[config.mk]
export PLATFORM = sky130hd
export DESIGN_NAME = mux_select_sequencer
export DESIGN_NICKNAME = d
export VERILOG_FILES = /design/src/rtl/mux_seq_pkg.sv /design/src/rtl/bit_index_counter.sv /design/src/rtl/mux_select_sequencer.sv
export SDC_FILE = /design/constraint.sdc
export NUM_CORES = 1
export LEC_CHECK = 0
export CORE_UTILIZATION = 47
export CTS_BUF_LIST = sky130_fd_sc_hd__clkbuf_8
export DETAILED_ROUTE_END_ITERATION = 10
export GPL_ROUTABILITY_DRIVEN = 0
export GPL_TIMING_DRIVEN = 0
export PLACE_DENSITY = 0.87
export SETUP_SLACK_MARGIN = 0.4
export SYNTH_ARGS = -nofsm -noshare
export SYNTH_HDL_FRONTEND = slang
export SYNTH_SLANG_ARGS = --single-unit
[constraint.sdc]
create_clock -name clk -period 4.9 [get_ports clk]
set_input_delay 0.98 -clock clk [delete_from_list [all_inputs] [get_ports clk]]
set_output_delay 0.98 -clock clk [all_outputs]
set_load 0.02 [all_outputs]
[src/rtl/mux_seq_pkg.sv]
// Shared state encoding and bit-index constants for the mux select sequencer.
package mux_seq_pkg;

  typedef enum logic [0:0] {
    StIdle = 1'b0,
    StSend = 1'b1
  } seq_state_e;

  localparam logic [2:0] IDX_FIRST_LSB = 3'd0;
  localparam logic [2:0] IDX_LAST_LSB  = 3'd7;

  // MSB-first traversal simply swaps the first and last indices.
  function automatic logic [2:0] start_idx(input bit lsb_first);
    return lsb_first ? IDX_FIRST_LSB : IDX_LAST_LSB;
  endfunction

  function automatic logic [2:0] end_idx(input bit lsb_first);
    return lsb_first ? IDX_LAST_LSB : IDX_FIRST_LSB;
  endfunction

endpackage

[src/rtl/bit_index_counter.sv]
// 3-bit index counter with direction, hold and reload; drives the downstream mux select.
module bit_index_counter
  import mux_seq_pkg::*;
#(
  parameter bit LsbFirst = 1'b1
) (
  input  logic       clk_i,
  input  logic       rst_i,
  input  logic       reload_i,
  input  logic       advance_i,
  output logic [2:0] idx_o,
  output logic       at_end_o
);

  logic [2:0] idx_q, idx_d;

  always_comb begin
    idx_d = idx_q;
    if (reload_i) begin
      idx_d = start_idx(LsbFirst);
    end else if (advance_i) begin
      idx_d = LsbFirst ? idx_q + 3'd1 : idx_q - 3'd1;
    end
  end

  always_ff @(posedge clk_i) begin
    if (rst_i) begin
      idx_q <= 3'd0;
    end else begin
      idx_q <= idx_d;
    end
  end

  assign idx_o    = idx_q;
  assign at_end_o = (idx_q == end_idx(LsbFirst));

endmodule

[src/rtl/mux_select_sequencer.sv]
// Holds a parallel word and steps the select lines of an external 8:1 mux to serialize it.
module mux_select_sequencer
  import mux_seq_pkg::*;
#(
  parameter bit LSB_FIRST = 1'b1
) (
  input  logic       clk,
  input  logic       rst,
  input  logic [7:0] Load_Data,
  input  logic       Load_Valid,
  output logic       Load_Ready,
  output logic [7:0] Word_Out,
  output logic [2:0] Select_Lines,
  output logic       Bit_Valid,
  output logic       Bit_Last,
  input  logic       Bit_Ready,
  output logic       Busy,
  output logic [7:0] Frames_Sent
);

  seq_state_e state_q, state_d;
  logic [7:0] word_q, word_d;
  logic [7:0] frames_q, frames_d;
  logic       in_send, at_end, bit_acc, final_acc, load_acc;

  assign in_send   = (state_q == StSend);
  assign bit_acc   = in_send & Bit_Ready;
  assign final_acc = bit_acc & at_end;
  // Final bit accept frees the word register in the same cycle: zero-bubble reload.
  assign Load_Ready = ~rst & (~in_send | final_acc);
  assign load_acc   = Load_Valid & Load_Ready;

  always_comb begin
    state_d  = state_q;
    word_d   = word_q;
    frames_d = frames_q;
    if (final_acc) begin
      frames_d = frames_q + 8'd1;
      state_d  = StIdle;
    end
    if (load_acc) begin
      word_d  = Load_Data;
      state_d = StSend;
    end
  end

  always_ff @(posedge clk) begin
    if (rst) begin
      state_q  <= StIdle;
      word_q   <= 8'd0;
      frames_q <= 8'd0;
    end else begin
      state_q  <= state_d;
      word_q   <= word_d;
      frames_q <= frames_d;
    end
  end

  bit_index_counter #(
    .LsbFirst (LSB_FIRST)
  ) u_idx (
    .clk_i     (clk),
    .rst_i     (rst),
    .reload_i  (load_acc),
    .advance_i (bit_acc & ~at_end),
    .idx_o     (Select_Lines),
    .at_end_o  (at_end)
  );

  assign Word_Out    = word_q;
  assign Bit_Valid   = in_send;
  assign Busy        = in_send;
  assign Bit_Last    = in_send & at_end;
  assign Frames_Sent = frames_q;

endmodule

Word-level counts from Yosys, hierarchy flattened
Index checks and enable logic that the tools add are counted.

Bitwise operators: 10. Add/sub/neg operators: 2. Equality and inequality tests: 1. Mux-type cells: 2. Reduce and logical (&&, ||, !) cells: 2.

Operators by type and width (count): adder 8 x 1 -> 8 bit, second input constant (1); bitwise AND 1 bit (6); adder 3 x 1 -> 3 bit, second input constant (1); == test 3 bit, second input constant (1); inverter 1 bit (3); two-way mux 1 bit (2); nonzero test 2 bit (1); OR reduction 2 bit (1); bitwise OR 1 bit (1).

Output and inout port bits: 23. Word-level logic and storage cells: 21. Register bits: 20. Input bits: 12.

Longest topological paths before layout
Depth after elaboration: 6. Gate-level depth with buffers: 6. Depth with buffers taken out: 5.

By module
From an unflattened synthesis, not the netlist that was laid out.

Cells, all modules: 87. Area total of the unflattened synthesis: 884.6 um^2.

Modules (own cells, without submodules): mux_select_sequencer (cells an instance 76, seq. area each 340.3 um^2, instances 1, area an instance 750.7 um^2); bit_index_counter (cells an instance 11, seq. area each 60.1 um^2, instances 1, area an instance 133.9 um^2).

Least setup slack after synthesis
No wires, ideal clock.

Path kind: in2out. Start point: input rst. End point: output Load_Ready. Stages on the path: 3. Arrival: 1731 ps. Buffers on the path: 2. Path slack: 2189 ps. Data required time: 3920 ps. Cells stage by stage: clkbuf_1 clkbuf_1 a21oi_1.

Word-level cells in the longest chain between the ends: 2.

RTL lines: start, declared (RTL line mux_select_sequencer.sv:8) `input logic rst,`; inverter 1 bit (RTL line mux_select_sequencer.sv:30) `assign Load_Ready = ~rst & (~in_send | final_acc);`; bitwise AND 1 bit (RTL line mux_select_sequencer.sv:30); end, declared (RTL line mux_select_sequencer.sv:11) `output logic Load_Ready,`.

Every way passes these cells.

Final worst setup path
Same ends and word-level chain as after synthesis.

==> results.toml <==
[outcome]
outcome = "completed"

[setup_path]
crit_buf_inv = 4
cp.required_ns = 3.92
arrival_ns = 2.95
slowest_stage = "clkdlybuf4s50_1"
critPathCaptureType = "output pin"
crit_path_max_fanout = 10
path_cells = "clkdlybuf4s50_1 > clkbuf_1 > clkbuf_1 > a21oi_1 > clkdlybuf4s50_1"
critPathMaxStageDelay_ns = 0.56
cp_top_family = "buffers and inverters"
critPathKind = "in -> out"
startpoint_type = "primary input"

[final_layout]
fin_area_um2 = 1320
area_delta_synth_final_pct = 50.7
layout.nets = 140
drive_gt1_frac = 0.137
diodes = 0

[synth]
syn_avg_cell_area_um2 = 10.2
synth_most_common_cell = "dfxtp_1"
yosysTopAreaCell = "dfxtp_1"
synthesis.area_um2 = 873
synth-seq-cells = 20
synth.yosys.seq_area_share = 0.458
ys_warn_count = 0
synth.top_cells.by_area = "dfxtp_1 46%, mux2_2 12%, nor2b_1 6.4%"
synth_edf_count = 0
ys_types = 25
synthesis.nets = 101
async_flop_share = 0
synth_common_cells = "20 x dfxtp_1, 9 x mux2_2, 9 x nor2b_1, 7 x a21oi_1, 5 x nor2_1"
ys.flop_type = "dfxtp_1"
yosys.area.top_type_share = 0.458
synth_cells = 86

[clock_tree]
cts_tree = "done"
clk_latency_ns = 0.26
numCtsBuffers = 3
h-tree-depth = 1
ctsResizeCount = 0
post_cts_buffers = 0
cts_num_sinks = 20
ctsHoldBuffers = 0
clock_path_buffers = 2
cts-root-buf = "clkbuf_8"
clk_pin_slew_ns = 0.07

[global_route]
grt_max_degree = 13
overflow = 0
grt_pass1_wl_mm = 2.88
antenna_found_initial = 0
grt_pass1_vias = 695
grtUsageTotal = 0.194

[worst_hold_path]
hold_path_class = "reg -> reg"

[timing]
max_freq_ghz = 0.254
drv_slew = 0
setup_viol = 0
fin_crit_ns = 3.93
rsz0062_at_grt = "no"
slew_headroom = 0.702
tightest_slew_ns = 0.447
finalHoldViolations = 0
fin_setup_tns_ns = 0
fin_worst_skew_ns = 0.00340
min_period_over_period = 0.803

[route]
routed_wl_mm = 1.77
via_count = 752
ant_nets = 0
post_drt_wl_per_cell_um = 11.9
drcViolationCount = 0
viasPerCell = 5.05
drtPass1Iterations = 3
drtIter0Drc = 4

[power]
powerDensity_nw_per_um2 = 294
leakagePower_nw = 0.508
ir_worst_vdd_mv = 0.194

[placement]
port_buffers = 34
place_area_um2 = 1240
hpwl_mm = 1.26

[floorplan]
die_w_um = 45.1
core_area_um2 = 1730
dieArea_um2 = 2030
row_count = 15
ios = 35
start_util = 0.506
die_h_um = 45.1

[run]
cap_violations = 0
[report_power, final]
group | internal (W) | switching, W
Combinational | 0.0000284 | 0.0000215
Clock | 0.000109 | 0.0000556
Sequential | 0.000168 | 0.00000420
[final timing paths]
check	startpoint	end	slack (ns)	cells after the start
worst min-delay path	Frames_Sent[5]	Frames_Sent[5]	0.51	2
worst max-delay path	rst	Load_Ready	0.97	5
worst min register to register	Frames_Sent[5]	Frames_Sent[5]	0.51	2
worst max register to register	u_idx.idx_o[0]	Word_Out[3]	3.01	6
[cells by family after synthesis]
group,after synthesis,share of synthesized area
AND/OR/NAND/NOR,31,0.215
flip-flops,20,0.458
multiplexers,12,0.150
AO/OA/AOI/OAI,11,0.0688
buffers and inverters,6,0.0344
XOR/XNOR,3,0.0301
adder cells (fa/ha/maj),3,0.0430
[metrics by stage]
| step | hold slack, ns | instances | power [W] | setup WS [ns] | utilization |
|---|---|---|---|---|---|
| 2_1_floorplan | 0.563 | 86 | 0.000200 | 2.19 | - |
| 3_3_place_gp | 0.475 | 145 | 0.000225 | 0.981 | 0.721 |
| 3_5_place_dp | 0.500 | 145 | 0.000226 | 0.980 | 0.721 |
| 4_1_cts | 0.510 | 149 | 0.000389 | 0.956 | 0.762 |
| 5_1_grt | 0.538 | 149 | 0.000399 | 0.832 | 0.762 |
| 6_report | 0.507 | 149 | 0.000387 | 0.966 | 0.762 |
[layer usage]
layer  track usage  vias up  wire (um)
met5             0        -          0
met4        0.0909        0         36
met3        0.0280        6         83
met2         0.316       28        881
met1         0.253      345        771
li1              -      373          -
[registers in the layout, summed over array words and instances, names as in the netlist]
register     flops
Frames_Sent      8
Word_Out         8
u_idx.idx_o      3
Bit_Valid        1
[cell type report]
| type | count | area, um2 |
|---|---|---|
| Buffer | 4 | 22.5 |
| Clock buffer | 3 | 41.3 |
| Clock inverter | 1 | 30.0 |
| Fill cell | 117 | 410 |
| Inverter | 2 | 7.51 |
| Multi-Input combinational cell | 60 | 443 |
| Sequential cell | 20 | 400 |
| Tap cell | 25 | 31.3 |
| Timing Repair Buffer | 34 | 340 |
[cells in the final DEF (no fill, tap or decap), types with 3 or more instances in the layout]
cell type / Yosys / routed
a21oi_1: 7 / 7
clkbuf_8: 0 / 3
clkdlybuf4s50_1: 0 / 34
dfxtp_1: 20 / 20
ha_1: 3 / 3
mux2_2: 9 / 9
mux2i_1: 3 / 3
nor2_1: 5 / 5
nor2b_1: 9 / 9
nor3_1: 3 / 3
[worst min-delay path: stages, from the launching register on]
cell and delay, ns:
dfxtp_1 0.34, o31ai_1 0.07, a21oi_1 0.05
(Power assumes the default switching activity.)
==> RTL edit (same flow settings) <==
Take the reset off `word_q` and load it in a clocked block of its own.
--- a/src/rtl/mux_select_sequencer.sv
+++ b/src/rtl/mux_select_sequencer.sv
@@ -47,13 +47,15 @@
   always_ff @(posedge clk) begin
     if (rst) begin
       state_q  <= StIdle;
-      word_q   <= 8'd0;
       frames_q <= 8'd0;
     end else begin
       state_q  <= state_d;
-      word_q   <= word_d;
       frames_q <= frames_d;
     end
+  end
+
+  always_ff @(posedge clk) begin
+    word_q <= word_d;
   end
 
   bit_index_counter #(
Check against the original RTL: differs if rst is asserted again (counterexample within 4 cycles, from zero or initial values and one cycle with rst high); with rst held inactive, the same outputs for 10 cycles.
==> RTL edit against the unedited design <==
The flow now finishes with violations (DRC); via count shrank 7.4%; worst setup slack improved by 330 ps; sequential power grew 3%; sequential cell count unchanged; register-to-register slack worse by 310 ps; area after synthesis down 7.3%; synthesized cell count is 19% lower; routed wire length increased by 2.4%; final area fell by 5.7%; power shrank 3.6%; non-clock buffer count shrank 2; largest cell class is now sequential cells; highest routed layer unchanged.
==> RTL edit: results (changes against the unedited design) <==
[layout]
fillers = 97  ; was 117
multi_input_area_share_pct = 25.0  ; was 33.7%
buf_share_pct = 28.3  ; was 27.6%
fin_nets = 124  ; was 140
nMultiInputCombCells = 46  ; was 60
layout-drive-gt1-share_pct = 7.41  ; was 13.7%
flops_and_latches = 20  ; unchanged
n_all_buffers = 36  ; was 38
seq_area_share_pct = 38.7  ; was 30.4%
clk_share_pct = 5.75  ; was 5.42%

[logic_synthesis]
synth_cell_types = 24  ; was 25
synth_fa_ha_area_share_pct = 4.64  ; was 4.30%
synthMuxAreaShare_pct = 3.71  ; was 15.0%
yosysSeqAreaShare_pct = 59.4  ; was 45.8%
yosys-top-cells-area = dfxtp_1, edfxtp_1, ha_1, a21oi_1, mux2i_1  ; was dfxtp_1, mux2_2, nor2b_1, ha_1, a21oi_1
syn_nets = 85  ; was 101
synthCells = 70  ; was 86
synth-compound-area-share_pct = 10.2  ; was 6.88%
synth_edf_count = 8  ; was 0

[global_route]
grt.met3_usage_pct = 5.42  ; was 2.80%
grt_use_total_pct = 21.8  ; was 19.4%
grt_pass1_vias = 650  ; was 695
grtUsageMet2_pct = 37.6  ; was 31.6%
grt.met1_usage_pct = 25.8  ; was 25.3%

[setup_path]
rr_worst_depth = 4  ; was 6
ff2ff_setup_slack_ps = 2700  ; was 3010 ps
r2r-end = Word_Out[5]  ; was Word_Out[3]
cp-startpoint = Bit_Ready  ; was rst

[power]
switching_share_pct = 18.6  ; was 21.0%
ir_drop_uv = 279  ; was 194 uV
comb_power_share_pct = 8.7  ; was 12.9%
leakage_nw = 0.464  ; was 0.508 nW

[route]
drt_first_pass_iters = 7  ; was 3
wl_per_cell_um = 14.6  ; was 11.9 um
dr_wl_met3_um = 146  ; was 83 um
drc = 10  ; was 0
drt-initial-drc-count = 20  ; was 4
m1WireLength_um = 770  ; was 771 um
via_per_inst = 5.61  ; was 5.05
wl_met2_um = 878  ; was 881 um

[sta]
period_share_pct = 73.4  ; was 80.3%
tightest_slew_ps = 978  ; was 447 ps

[min_path]
min_from = Frames_Sent[7]  ; was Frames_Sent[5]

[placement]
dp_hpwl_um = 1340  ; was 1260 um

[outcome]
violations = DRC
status = finished with violations  ; was complete, no violations

==> RTL edit: changes by cell type after synthesis, sizes merged, moves of 2 or more <==
cell    before  now
dfxtp       20   12
mux2         9    0
edfxtp       0    8
nor2         5    8
nor2b        9    0
nor3         3    1
==> RTL edit: worst max-delay path: stages <==
cell and delay [ps]:
clkdlybuf4s50_1 490, a21boi_0 480, nor2_1 100, clkdlybuf4s50_1 560
==> RTL edit: kinds of logic after synthesis <==
kind of cell / after synthesis
and+or+nand+nor: 24
DFF: 20
AOI/OAI and AO/OA: 14
buffers and inverters: 4
muxes: 3
adders and majority gates: 3
xor gates and xnor gates: 2
==> RTL edit: metrics by stage <==
stage | util, % | instance area [um2] | power, W | hold slack [ps]
floorplan | - | 810 | 0.000196 | 551
global placement | 75.0 | 1170 | 0.000215 | 465
detailed placement | 75.0 | 1170 | 0.000216 | 485
CTS | 79.6 | 1240 | 0.000374 | 494
global route | 79.6 | 1240 | 0.000385 | 554
finish | 79.6 | 1240 | 0.000373 | 493
